<file path="src/rtl/arcfour_pkg.sv">
// rtl/arcfour_pkg.sv - shared types and constants for the parallel RC4 key-search top level
//
// Purpose: state types for the key search and for the plaintext readout stage,
//          plus the byte order used when the winning key is streamed out.
// Ports:   none (package).

package arcfour_pkg;

    // Overall key-search progress, as seen by the top level.
    typedef enum logic [1:0] {
        SEARCH_IDLE,
        SEARCH_RUN,
        SEARCH_SUCCESS,
        SEARCH_FAIL
    } search_state_t;

    // Readout stage states.
    typedef enum logic [2:0] {
        DUMP_IDLE,
        DUMP_KEY,
        DUMP_RD_ISSUE,
        DUMP_RD_WAIT,
        DUMP_SEND,
        DUMP_DONE
    } dump_state_t;

    // Key bytes leave the readout stage most-significant byte first.
    localparam bit KEY_MSB_FIRST = 1'b1;

endpackage : arcfour_pkg

</file>
<file path="src/rtl/plaintext_dump.sv">
// rtl/plaintext_dump.sv - streams the winning key and decrypted message out as bytes
//
// Purpose: after a successful search, latch the winning core index and key, then
//          emit KEY_LENGTH key bytes followed by MESSAGE_LENGTH plaintext bytes read
//          from that core's message RAM over a valid/ready byte stream.
// Ports:
//   clk, reset       clock, asynchronous active-high reset
//   start, abort     one-cycle pulses: begin a dump (IDLE only) / return to IDLE
//   core_sel, key    winning core index and key, sampled on an accepted start
//   rd_core          latched core index, selects the message RAM at the top level
//   a_addr, a_q      message RAM read address / data (one-cycle read latency)
//   out_data,
//   out_valid,
//   out_ready        byte stream towards the UART/display sink
//   busy, done       dump in progress / one-cycle completion pulse

module plaintext_dump
    import arcfour_pkg::*;
#(
    parameter int NUM_CORES          = 90,
    parameter int LOG_NUM_CORES      = 8,
    parameter int KEY_LENGTH         = 3,
    parameter int RAM_WIDTH          = 8,
    parameter int MESSAGE_LENGTH     = 32,
    parameter int MESSAGE_LOG_LENGTH = 5
) (
    input  logic                             clk,
    input  logic                             reset,
    input  logic                             start,
    input  logic                             abort,
    input  logic [LOG_NUM_CORES-1:0]         core_sel,
    input  logic [KEY_LENGTH*RAM_WIDTH-1:0]  key,
    output logic [LOG_NUM_CORES-1:0]         rd_core,
    output logic [MESSAGE_LOG_LENGTH-1:0]    a_addr,
    input  logic [RAM_WIDTH-1:0]             a_q,
    output logic [RAM_WIDTH-1:0]             out_data,
    output logic                             out_valid,
    input  logic                             out_ready,
    output logic                             busy,
    output logic                             done
);

    localparam int KEY_W = KEY_LENGTH * RAM_WIDTH;
    // One spare bit so MESSAGE_LENGTH == 2**MESSAGE_LOG_LENGTH still reaches its last index.
    localparam int CNT_W = MESSAGE_LOG_LENGTH + 1;

    localparam logic [CNT_W-1:0] KEY_LAST = CNT_W'(KEY_LENGTH - 1);
    localparam logic [CNT_W-1:0] MSG_LAST = CNT_W'(MESSAGE_LENGTH - 1);

    if (NUM_CORES > (2 ** LOG_NUM_CORES)) begin : g_core_width_check
        $error("plaintext_dump: LOG_NUM_CORES too narrow for NUM_CORES");
    end

    dump_state_t                   state_q,     state_d;
    logic [LOG_NUM_CORES-1:0]      rd_core_q,   rd_core_d;
    logic [MESSAGE_LOG_LENGTH-1:0] a_addr_q,    a_addr_d;
    logic [CNT_W-1:0]              cnt_q,       cnt_d;
    logic [KEY_W-1:0]              key_sh_q,    key_sh_d;
    logic [RAM_WIDTH-1:0]          out_data_q,  out_data_d;
    logic                          out_valid_q, out_valid_d;

    logic xfer;
    assign xfer = out_valid_q && out_ready;

    // Byte of the key shift register that goes out next.
    function automatic logic [RAM_WIDTH-1:0] key_head(input logic [KEY_W-1:0] k);
        if (KEY_MSB_FIRST) return k[KEY_W-1 -: RAM_WIDTH];
        else               return k[RAM_WIDTH-1:0];
    endfunction

    // Key shift register after the head byte has been taken.
    function automatic logic [KEY_W-1:0] key_advance(input logic [KEY_W-1:0] k);
        if (KEY_MSB_FIRST) return k << RAM_WIDTH;
        else               return k >> RAM_WIDTH;
    endfunction

    // State and datapath registers.
    always_ff @(posedge clk or posedge reset) begin
        if (reset) begin
            state_q     <= DUMP_IDLE;
            rd_core_q   <= '0;
            a_addr_q    <= '0;
            cnt_q       <= '0;
            key_sh_q    <= '0;
            out_data_q  <= '0;
            out_valid_q <= 1'b0;
        end else begin
            state_q     <= state_d;
            rd_core_q   <= rd_core_d;
            a_addr_q    <= a_addr_d;
            cnt_q       <= cnt_d;
            key_sh_q    <= key_sh_d;
            out_data_q  <= out_data_d;
            out_valid_q <= out_valid_d;
        end
    end

    // Next state.
    always_comb begin
        state_d = state_q;
        if (abort) begin
            state_d = DUMP_IDLE;
        end else begin
            unique case (state_q)
                DUMP_IDLE:     if (start) state_d = DUMP_KEY;
                DUMP_KEY:      if (xfer && cnt_q == KEY_LAST) state_d = DUMP_RD_ISSUE;
                DUMP_RD_ISSUE: state_d = DUMP_RD_WAIT;
                DUMP_RD_WAIT:  state_d = DUMP_SEND;
                DUMP_SEND: begin
                    if (xfer) state_d = (cnt_q == MSG_LAST) ? DUMP_DONE : DUMP_RD_ISSUE;
                end
                DUMP_DONE:     state_d = DUMP_IDLE;
                default:       state_d = DUMP_IDLE;
            endcase
        end
    end

    // Datapath: counter, read address, key shifter and output register.
    always_comb begin
        rd_core_d   = rd_core_q;
        a_addr_d    = a_addr_q;
        cnt_d       = cnt_q;
        key_sh_d    = key_sh_q;
        out_data_d  = out_data_q;
        out_valid_d = out_valid_q;
        if (abort) begin
            // rd_core and a_addr deliberately keep their values.
            out_valid_d = 1'b0;
        end else begin
            unique case (state_q)
                DUMP_IDLE: begin
                    if (start) begin
                        rd_core_d   = core_sel;
                        a_addr_d    = '0;
                        cnt_d       = '0;
                        out_data_d  = key_head(key);
                        key_sh_d    = key_advance(key);
                        out_valid_d = 1'b1;
                    end
                end
                DUMP_KEY: begin
                    if (xfer) begin
                        if (cnt_q == KEY_LAST) begin
                            // Counter is reused as the message byte index from here on.
                            cnt_d       = '0;
                            out_valid_d = 1'b0;
                        end else begin
                            cnt_d      = cnt_q + CNT_W'(1);
                            out_data_d = key_head(key_sh_q);
                            key_sh_d   = key_advance(key_sh_q);
                        end
                    end
                end
                DUMP_RD_WAIT: begin
                    // a_addr was presented at the RD_ISSUE exit edge, so a_q is valid now.
                    out_data_d  = a_q;
                    out_valid_d = 1'b1;
                end
                DUMP_SEND: begin
                    if (xfer) begin
                        out_valid_d = 1'b0;
                        if (cnt_q != MSG_LAST) begin
                            cnt_d    = cnt_q + CNT_W'(1);
                            a_addr_d = a_addr_q + MESSAGE_LOG_LENGTH'(1);
                        end
                    end
                end
                default: ;
            endcase
        end
    end

    // Outputs.
    always_comb begin
        busy = (state_q != DUMP_IDLE);
        done = (state_q == DUMP_DONE);
    end

    assign rd_core   = rd_core_q;
    assign a_addr    = a_addr_q;
    assign out_data  = out_data_q;
    assign out_valid = out_valid_q;

endmodule : plaintext_dump

</file>
<file path="config.mk">
export PLATFORM = sky130hd
export DESIGN_NAME = plaintext_dump
export DESIGN_NICKNAME = d
export VERILOG_FILES = /design/src/rtl/arcfour_pkg.sv /design/src/rtl/plaintext_dump.sv
export SDC_FILE = /design/constraint.sdc
export NUM_CORES = 1
export LEC_CHECK = 0
export CORE_ASPECT_RATIO = 0.75
export CORE_MARGIN = 2
export CORE_UTILIZATION = 49
export CTS_CLUSTER_SIZE = 24
export DETAILED_ROUTE_END_ITERATION = 12
export PLACE_DENSITY = 0.81
export SETUP_SLACK_MARGIN = 0.5
export SYNTH_ARGS = -nofsm -noshare
export SYNTH_HDL_FRONTEND = slang
export SYNTH_SLANG_ARGS = --single-unit
</file>
<file path="constraint.sdc">
create_clock -name clk -period 2.55 [get_ports clk]
set_input_delay 0.3825 -clock clk [delete_from_list [all_inputs] [get_ports clk]]
set_output_delay 0.3825 -clock clk [all_outputs]
set_load 0.005 [all_outputs]
</file>
==> results.tsv <==
stage	metric	value	unit
status	outcome	finished clean	
routing	drc	0	
global_route	grt_overflow_total	0	
placement	place_inst	376	
worst_setup_path	critical_path_class	reg -> reg	
pwr	power_switching	575.0	uW
clock_network	htreeDepth	2	
die	start_util	51.82	%
pwr	p_leak	1.506	nW
sta	setup_tns	0	ns
layout	layout.cells.non_filler	397	
sta	finalClockSkew	0.006112	ns
job	max_cap_viol_count	0	
worst_setup_path	crit_path_max_fanout	8	
pwr	clkPwrFrac	25.8	%
worst_setup_path	arrival	2.23	ns
sta	rsz0062_at_grt	yes	
worst_setup_path	crit_end	key_sh_q[23]$_DFFE_PP0P_	
synthesis	synth_edf_count	0	
synthesis	synth.avg_cell_area	10.95	sq um
synthesis	ys_ff_latch	47	
synthesis	synth_cell_types	47	
worst_setup_path	ff2ff_path_depth	5	
synthesis	synth.area.top_cells	dfrtp_1, mux2_2, mux2i_1, nor2b_1, o21ai_0	
sta	slew_headroom	63.26	%
synthesis	synth_top_area_cell	dfrtp_1	
routing	vias	2149	
sta	max_freq	491.5	MHz
clock_network	clk_latency	0.31	ns
worst_setup_path	cp.required	2.75	ns
layout	syn2layout_area_growth	40.24	%
pwr	ir_worst_vdd	0.4076	mV
min_path	hold_path.class	in -> async	
layout	nets	372	
die	chipWidth	88.05	um
routing	ant_nets	0	
synthesis	seq_area_frac_synth	45.30	%
sta	min_period	2.034	ns
sta	hold_viol	0	
clock_network	cts_tree	done	
placement	gp_congestion	0.8737	
synthesis	syn-cell-area	0.002596	sq mm
sta	finalMaxSlewViolations	0	
clock_network	clock_sinks	47	
pwr	p_int	1.593	mW
global_route	grt_pass1_vias	1921	
global_route	grt_max_degree	21	
worst_setup_path	timing.rr.end	key_sh_q[23]$_DFFE_PP0P_	
sta	hold_ws	0.3709	ns
worst_setup_path	startpoint	state_q[1]$_DFFE_PP0P_	
layout	drive_gt1_share	28.00	%
pwr	power.share.combinational	28.2	%
routing	drt_iter0_drc	234	
pwr	cellPowerDensity	595.6	mW/mm^2
placement	portBuffers	68	
routing	wirelength	6121	um
worst_setup_path	end_kind	flip-flop	
routing	drt-pass1-iter-count	4	
synthesis	yosys.area.top_type_share	45.30	%
clock_network	cts_buffer_depth	2	
sta	period_share	79.78	%
synthesis	netlist_instances	237	
sta	tightest_slew	0.5487	ns
pwr	seqPwrFrac	46.0	%
sta	finalSetupViolCount	0	
global_route	grt_pass1_wl	9625	um
global_route	grt_usage	21.39	%
worst_setup_path	rr_startpoint	state_q[1]$_DFFE_PP0P_	
pwr	switching_share	26.52	%
die	rows	22	
clock_network	cts_buffers	5	
die	dieArea	0.005903	sq mm
placement	dp_hpwl	4389	um
synthesis	synthFlopType	dfrtp_1	
synthesis	yosysWarnings	0	
clock_network	cts.clk_slew.worst_paths	0.09	ns
die	core-area	0.005010	sq mm
global_route	antenna_found_initial	0	
synthesis	syn-num-nets	285	
layout	num_antenna_cells	0	
routing	post_drt_via_cell_ratio	5.413	
synthesis	synth_commonest_cells	dfrtp_1, mux2_2, nand2_1, nor2b_1, o21ai_0	
layout	utilization	72.68	%
synthesis	yosysMostFrequentCell	dfrtp_1	
worst_setup_path	rrSetupSlack	0.52	ns
die	die_height	67.04	um
routing	drt-wirelength-per-cell	15.42	um
clock_network	cts_root_buffer	clkbuf_8	
synthesis	synthArstFlopShare	100.0	%
die	ioPinCount	69	
worst_setup_path	cp-start-kind	flip-flop	
-- power groups by stage --
stage | combinational [mW] | clock, mW | sequential [mW]
detailed placement | 0.581 | 0 | 1.01
global route | 0.665 | 0.595 | 1.02
finish | 0.610 | 0.560 | 0.998
CTS | 0.587 | 0.566 | 1.00
floorplan | 0.311 | 0 | 0.984
global placement | 0.565 | 0 | 1.00
-- layer usage --
layer	share of wire [%]	vias to the layer above	wire length (um)	global-route usage (%)
met5	0	-	0	0
met4	0.83	0	51	5.682
met3	7.0	5	427	4.213
met2	47	87	2887	32.86
met1	45	1024	2754	30.91
li1	-	1033	-	-
-- how the worst min path moves through the flow --
| stage | from | to | slack, ns | cells past startpoint |
|---|---|---|---|---|
| finish | reset | key_sh_q[12]$_DFFE_PP0P_ | 0.37 | 2 |
| CTS | reset | key_sh_q[15]$_DFFE_PP0P_ | 0.38 | 2 |
| global placement | key_sh_q[10]$_DFFE_PP0P_ | key_sh_q[10]$_DFFE_PP0P_ | 0.49 | 1 |
| detailed placement | key_sh_q[11]$_DFFE_PP0P_ | key_sh_q[11]$_DFFE_PP0P_ | 0.49 | 1 |
| global route | reset | rd_core[3]$_DFFE_PP0P_ | 0.41 | 2 |
| floorplan | key_sh_q[10]$_DFFE_PP0P_ | key_sh_q[10]$_DFFE_PP0P_ | 0.47 | 1 |
-- cell type report --
type                            instances  area [sq um]
Multi-Input combinational cell        167          1330
Fill cell                             372          1369
Inverter                               10         37.54
Clock inverter                          3         46.29
Tap cell                               72         90.09
Timing Repair Buffer                   93         888.4
Clock buffer                            5         68.82
Sequential cell                        47          1180
-- per-stage QoR --
stage          worst slack (ns)  cell area (sq um)  total power, mW
2_1_floorplan            0.5604               2596            1.294
3_5_place_dp             0.2138               3392            1.596
5_1_grt                  0.4619               3641            2.282
3_3_place_gp             0.2698               3392            1.570
6_report                 0.5155               3641            2.168
4_1_cts                  0.4833               3545            2.156
-- flip-flops by register name, indices dropped and copies added (netlist names) --
register   count
a_addr         5
out_data       8
cnt_q          6
rd_core        8
out_valid      1
key_sh_q      16
state_q        3
-- repair_timing --
action                                  in CTS  in global routing
gates cloned                                 0                  1
pin swaps                                    0                  2
gates resized for setup                      4                  6
setup buffers                                2                 10
hold buffers                                 0                  0
endpoints found under the setup margin       2                 20
endpoints found under the hold margin        0                  0
-- worst max-delay path, cell delays in order (launching register included) --
cell and delay (ns):
dfrtp_2 0.49, inv_1 0.23, o21ai_0 0.21, a2111oi_4 0.44, buf_6 0.20, mux2_2 0.35
-- cell usage in the layout (no fill, tap or decap), types with 3 or more instances in the layout --
cell type,count
buf_4,22
mux2_2,41
nand2b_1,6
mux2i_1,10
o21ai_0,11
dfrtp_1,44
o22ai_1,3
nand2_1,13
nor3_1,5
o211ai_1,5
nor2_1,3
or2_2,3
inv_1,9
clkbuf_8,5
nand3_1,6
o2bb2ai_1,4
a21oi_1,9
nor2b_1,11
clkdlybuf4s50_1,68
dfrtp_2,3
or3_1,3
ha_1,3
-- cell families after synthesis --
group | share of synthesized area (%)
simple gates | 14.03
mux | 21.64
compound gates | 13.30
flops | 45.30
buf+inv | 3.952
fa+ha+maj | 1.446
xor+xnor | 0.3374
Note: power is estimated with default switching activity, not from simulation.
